<file path="src/rtl/fir_pkg.sv">
// Shared constants, coefficient tables and helpers for the audio decimating FIR.
// Latency: n/a (package).
// Backpressure: n/a (package).
package fir_pkg;

  localparam int DATA_WIDTH = 32;
  localparam int BITS       = 10;
  localparam int QUANT_ONE  = 1 << BITS;
  localparam int COEFF_LEN  = 32;

  // Coefficient table selectors; the h0-only set isolates sign/rounding behaviour.
  localparam int COEFF_SET_AUDIO   = 0;
  localparam int COEFF_SET_H0_TEST = 1;

  typedef enum logic [1:0] {LOAD, MAC, WRITE} fir_state_t;

  // Symmetric low-pass taps in Q(BITS); DC gain is 980/1024.
  localparam int AUDIO_LPR_COEFFS [COEFF_LEN] = '{
    -2, -3, -4, -3,  0,  6, 14, 22,
    29, 36, 45, 55, 64, 72, 78, 81,
    81, 78, 72, 64, 55, 45, 36, 29,
    22, 14,  6,  0, -3, -4, -3, -2
  };

  // Divide by 2**BITS with truncation toward zero (signed division, not a shift).
  function automatic logic signed [2*DATA_WIDTH-1:0] dequantize(
    input logic signed [2*DATA_WIDTH-1:0] p
  );
    return p / (2*DATA_WIDTH)'(QUANT_ONE);
  endfunction

  function automatic logic signed [DATA_WIDTH-1:0] fir_coeff(input int set, input int idx);
    if (set == COEFF_SET_H0_TEST)
      return (idx == 0) ? DATA_WIDTH'(3) : '0;
    return DATA_WIDTH'(AUDIO_LPR_COEFFS[idx % COEFF_LEN]);
  endfunction

endpackage

</file>
<file path="src/rtl/fir_tap_buffer.sv">
// Circular sample history: one write port, combinational read at (newest - rd_offset).
// Latency: write visible to reads the cycle after wr_en.
// Backpressure: none; writer decides when to write.
module fir_tap_buffer
  import fir_pkg::*;
#(
  parameter int NUM_TAPS = 32,
  parameter int PTR_W    = $clog2(NUM_TAPS)
) (
  input  logic                  clk,
  input  logic                  rst,
  input  logic                  wr_en,
  input  logic [DATA_WIDTH-1:0] wr_dat,
  input  logic [PTR_W-1:0]      rd_offset,
  output logic [DATA_WIDTH-1:0] rd_dat
);

  logic [DATA_WIDTH-1:0] mem [NUM_TAPS];
  logic [PTR_W-1:0]      wptr;
  logic [PTR_W-1:0]      newest;

  // Slot written most recently; pointer arithmetic wraps because NUM_TAPS is a power of two.
  assign newest = wptr - 1'b1;
  assign rd_dat = mem[newest - rd_offset];

  // Store incoming samples and advance the write pointer; reset zeroes the history.
  always_ff @(posedge clk) begin
    if (rst) begin
      wptr <= '0;
      for (int i = 0; i < NUM_TAPS; i++) mem[i] <= '0;
    end else if (wr_en) begin
      mem[wptr] <= wr_dat;
      wptr      <= wptr + 1'b1;
    end
  end

endmodule

</file>
<file path="src/rtl/fir_decim.sv">
// Decimating low-pass FIR: buffers DECIMATION inputs, then one sequential MAC pass per output.
// Latency: last input pop to output push is NUM_TAPS+1 cycles minimum.
// Backpressure: holds in WRITE while y_out_full (no input pops); idles in LOAD while x_in_empty.
module fir_decim
  import fir_pkg::*;
#(
  parameter int NUM_TAPS   = 32,
  parameter int DECIMATION = 8,
  parameter int COEFF_SET  = COEFF_SET_AUDIO
) (
  input  logic                  clk,
  input  logic                  rst,
  output logic                  x_in_rd_en,
  input  logic                  x_in_empty,
  input  logic [DATA_WIDTH-1:0] x_in,
  output logic [DATA_WIDTH-1:0] y_out,
  output logic                  y_out_wr_en,
  input  logic                  y_out_full
);

  localparam int TAP_W = $clog2(NUM_TAPS);
  localparam int CNT_W = (DECIMATION > 1) ? $clog2(DECIMATION) : 1;
  localparam logic [TAP_W-1:0] LAST_TAP = TAP_W'(NUM_TAPS - 1);
  localparam logic [CNT_W-1:0] LAST_CNT = CNT_W'(DECIMATION - 1);

  fir_state_t                     state;
  fir_state_t                     state_nxt;
  logic [CNT_W-1:0]               cnt;
  logic [TAP_W-1:0]               tap;
  logic [DATA_WIDTH-1:0]          acc;
  logic [DATA_WIDTH-1:0]          tap_dat;
  logic signed [DATA_WIDTH-1:0]   h_cur;
  logic signed [2*DATA_WIDTH-1:0] prod;
  logic [DATA_WIDTH-1:0]          mac_term;
  logic                           last_pop;

  fir_tap_buffer #(
    .NUM_TAPS (NUM_TAPS)
  ) u_tap_buffer (
    .clk       (clk),
    .rst       (rst),
    .wr_en     (x_in_rd_en),
    .wr_dat    (x_in),
    .rd_offset (tap),
    .rd_dat    (tap_dat)
  );

  // Full-precision signed product, dequantized and then wrapped back to sample width.
  assign h_cur    = fir_coeff(COEFF_SET, int'(tap));
  assign prod     = (2*DATA_WIDTH)'(h_cur) * (2*DATA_WIDTH)'($signed(tap_dat));
  assign mac_term = DATA_WIDTH'(dequantize(prod));
  assign last_pop = x_in_rd_en && (cnt == LAST_CNT);

  // State register.
  always_ff @(posedge clk) begin
    if (rst) state <= LOAD;
    else     state <= state_nxt;
  end

  // Next state and FIFO strobes; strobes are suppressed during reset so no transfer is implied.
  always_comb begin
    state_nxt   = state;
    x_in_rd_en  = 1'b0;
    y_out_wr_en = 1'b0;
    y_out       = '0;
    case (state)
      LOAD: begin
        x_in_rd_en = !x_in_empty && !rst;
        if (x_in_rd_en && (cnt == LAST_CNT)) state_nxt = MAC;
      end
      MAC: begin
        if (tap == LAST_TAP) state_nxt = WRITE;
      end
      WRITE: begin
        y_out_wr_en = !y_out_full && !rst;
        if (y_out_wr_en) begin
          y_out     = acc;
          state_nxt = LOAD;
        end
      end
      default: state_nxt = LOAD;
    endcase
  end

  // Decimation counter, tap index and accumulator; a reset mid-MAC discards the partial sum.
  always_ff @(posedge clk) begin
    if (rst) begin
      cnt <= '0;
      tap <= '0;
      acc <= '0;
    end else begin
      case (state)
        LOAD: begin
          if (last_pop) begin
            cnt <= '0;
            tap <= '0;
            acc <= '0;
          end else if (x_in_rd_en) begin
            cnt <= cnt + 1'b1;
          end
        end
        MAC: begin
          acc <= acc + mac_term;
          tap <= tap + 1'b1;
        end
        default: ;
      endcase
    end
  end

endmodule

</file>
<file path="config.mk">
export PLATFORM = sky130hd
export DESIGN_NAME = fir_decim
export DESIGN_NICKNAME = d
export VERILOG_FILES = /design/src/rtl/fir_pkg.sv /design/src/rtl/fir_tap_buffer.sv /design/src/rtl/fir_decim.sv
export SDC_FILE = /design/constraint.sdc
export NUM_CORES = 2
export LEC_CHECK = 0
export CORE_MARGIN = 10
export CORE_UTILIZATION = 50
export CTS_BUF_LIST = sky130_fd_sc_hd__clkbuf_16
export DETAILED_ROUTE_END_ITERATION = 10
export MAX_ROUTING_LAYER = met4
export PLACE_DENSITY = 0.75
export SLEW_MARGIN = 20
export SYNTH_ARGS = -nofsm -noshare
export SYNTH_HDL_FRONTEND = slang
export SYNTH_SLANG_ARGS = --single-unit
</file>
<file path="constraint.sdc">
create_clock -name clk -period 37.6 [get_ports clk]
set_clock_uncertainty 0.1 [all_clocks]
set_input_delay 9.4 -clock clk [delete_from_list [all_inputs] [get_ports clk]]
set_output_delay 9.4 -clock clk [all_outputs]
set_load 0.02 [all_outputs]
</file>
==> results.py <==
metrics = {
    "outcome": {
        "status": "complete, no violations",
    },
    "clocking": {
        "post_cts_resized": 0,
        "cts_buffers": 106,
        "cts_sinks": 1071,
        "cts_root_buf": "clkbuf_16",
        "post-cts-setup-buffers": 0,
        "cts_hold_buf": 0,
        "clock_path_buffers": 3,
        "cts_tree": "built",
        "insertion_delay_ns": 0.76,
        "path_clk_slew_ns": 0.06,
        "h-tree-depth": 3,
    },
    "synthesis": {
        "synth-edff-count": 1024,
        "synth.avg_cell_area_um2": 12.69,
        "ys_top_cells_by_count": "1082 x and2_1, 1024 x edfxtp_1, 467 x inv_1",
        "syn_area_um2": 64600,
        "async_reset_ff_frac": 0,
        "ys.flop_type": "edfxtp_1",
        "synth_cell_types": 68,
        "syn_inst": 5092,
        "synth_warnings": 0,
        "ys_top_cells_by_area": "edfxtp_1 48%, fa_1 12%, and2_1 10%, mux4_2 9.0%, ha_1 3.7%",
        "synth_top_cell_by_area": "edfxtp_1",
        "synth_top_area_share": 0.4760,
        "synth_most_common_cell": "and2_1",
        "ys_ff_latch": 1071,
        "synth_nets": 5721,
        "seq_area_frac_synth": 0.4906,
    },
    "timing": {
        "setup_violations": 0,
        "rsz0062_at_grt": "no",
        "tns_ns": 0,
        "max_slew.worst_pin.slew_ns": 1.212,
        "period_share": 0.5601,
        "slew_headroom": 0.1833,
        "fin_crit_ns": 21.06,
        "hold_ws_ns": 0.3599,
        "hold_violations": 0,
        "setup_slack_ns": 16.54,
        "max_freq_ghz": 0.04748,
        "finalMaxSlewViolations": 0,
    },
    "place": {
        "dpl.hpwl_um": 99620,
        "gp_congestion": 0.8645,
        "placed_cell_area_um2": 66970,
        "pre_cts_slack_ns": 16.56,
        "place.port_buffers": 69,
    },
    "worst_setup_path": {
        "cp.arrival_ns": 11.56,
        "slowest_delay_ns": 0.72,
        "required_ns": 28.10,
        "endpoint_kind": "output port",
        "critical_path_class": "input port to output port",
        "worst-path-max-fanout": 38,
        "critPathLaunchType": "input port",
        "cp_slowest_cell": "clkdlybuf4s50_1",
        "crit_chain": "buf_2, or4_1, inv_1, clkdlybuf4s50_1",
    },
    "global_route": {
        "first_global_vias": 40570,
        "grt.total_usage": 0.2271,
        "grt_max_degree": 113,
        "antenna_found_initial": 6,
        "overflow": 0,
        "grt_pass1_wl_um": 241500,
    },
    "detailed_routing": {
        "first_pass_iters": 5,
        "routed_wirelength_um": 158400,
        "wire_per_inst_um": 23.20,
        "viasPerCell": 5.748,
        "drtAntennaViolNets": 0,
        "drt_iter0_markers": 3705,
        "vias": 39260,
        "drc": 0,
    },
    "worst_hold_path": {
        "hp-class": "flip-flop to flip-flop",
    },
    "floorplanning": {
        "die_h_um": 379.4,
        "ioPinCount": 70,
        "dieArea_um2": 144000,
        "core_um2": 128000,
        "die_w_um": 379.4,
        "row_count": 131,
        "initial_core_util": 0.5046,
    },
    "layout": {
        "fill_cells": 10220,
        "drive_above_1_share": 0.1228,
        "final_area_um2": 70350,
        "nNetsFinal": 5636,
        "area_delta_synth_final_pct": 8.898,
    },
    "flow_run": {
        "maxCapViolations": 0,
    },
}
[worst max-delay path, delay by kind of cell]
kind	cells	cell delay, ns
buffers and inverters	3	1.50
AND/OR/NAND/NOR	1	0.65
[state kept, by name, summed over array words and instances, names as in the netlist]
register           cells
u_tap_buffer.mem    1024
acc                   32
u_tap_buffer.wptr      5
tap                    5
cnt                    3
state                  2
[cell type report]
type | count | area (um2) | area share
Clock buffer | 107 | 2678 | 0.03806
Sequential cell | 1071 | 31690 | 0.4505
Inverter | 467 | 1753 | 0.02492
Clock inverter | 90 | 733.2 | 0.01042
Antenna cell | 5 | 12.51 | 0.0001779
Multi-Input combinational cell | 3210 | 30030 | 0.4268
Tap cell | 1729 | 2163 | 0.03075
Timing Repair Buffer | 151 | 1291 | 0.01836
[logic make-up after synthesis]
logic type	share of synthesized area
compound gates	0.03473
xor+xnor	0.008135
fa+ha+maj	0.1613
buf+inv	0.04772
flops	0.4906
mux	0.09196
simple gates	0.1655
[path summary, 6_finish.rpt]
check                           cells past startpoint  slack, ns           startpoint              endpoint
worst max-delay path                                4      16.54                  rst            x_in_rd_en
worst min register to register                      2       0.36  cnt[2]$_SDFFE_PP0P_   cnt[2]$_SDFFE_PP0P_
worst max register to register                     44      21.78  tap[0]$_SDFFE_PP0P_  acc[30]$_SDFFE_PP0P_
worst min-delay path                                2       0.36  cnt[2]$_SDFFE_PP0P_   cnt[2]$_SDFFE_PP0P_
[cells in the final DEF (no fill, tap or decap), types with 33 or more instances in the layout]
cell type        count
a21o_1              33
a21oi_1             70
a31oi_1             34
and2_1            1082
and3_1              36
buf_4               77
clkbuf_16          107
clkdlybuf4s50_1     52
dfxtp_1             47
edfxtp_1          1024
fa_1               399
ha_1               192
inv_1              492
mux4_2             258
nand2_1            403
nand3_1             95
nor2_1             157
o21ai_0             37
or2_2               57
xnor2_1             41
[per-stage QoR]
| stage | instances | util |
|---|---|---|
| 3_5_place_dp | 6627 | 0.5232 |
| 6_report | 6830 | 0.5495 |
| 4_1_cts | 6824 | 0.5498 |
| 3_3_place_gp | 6627 | 0.5232 |
| 5_1_grt | 6829 | 0.5495 |
| 2_1_floorplan | 5092 | - |
[metal layers]
layer  GRT usage  vias up  part of all wire
met5           -        -                 0
met4     0.06271        0             0.028
met3     0.04174      298             0.094
met2      0.3769     1787              0.49
met1      0.2864    19990              0.39
li1            -    17190                 -
Power is not shown: default switching activity piles up to over one toggle a cycle in this logic, so the estimate is an artifact.
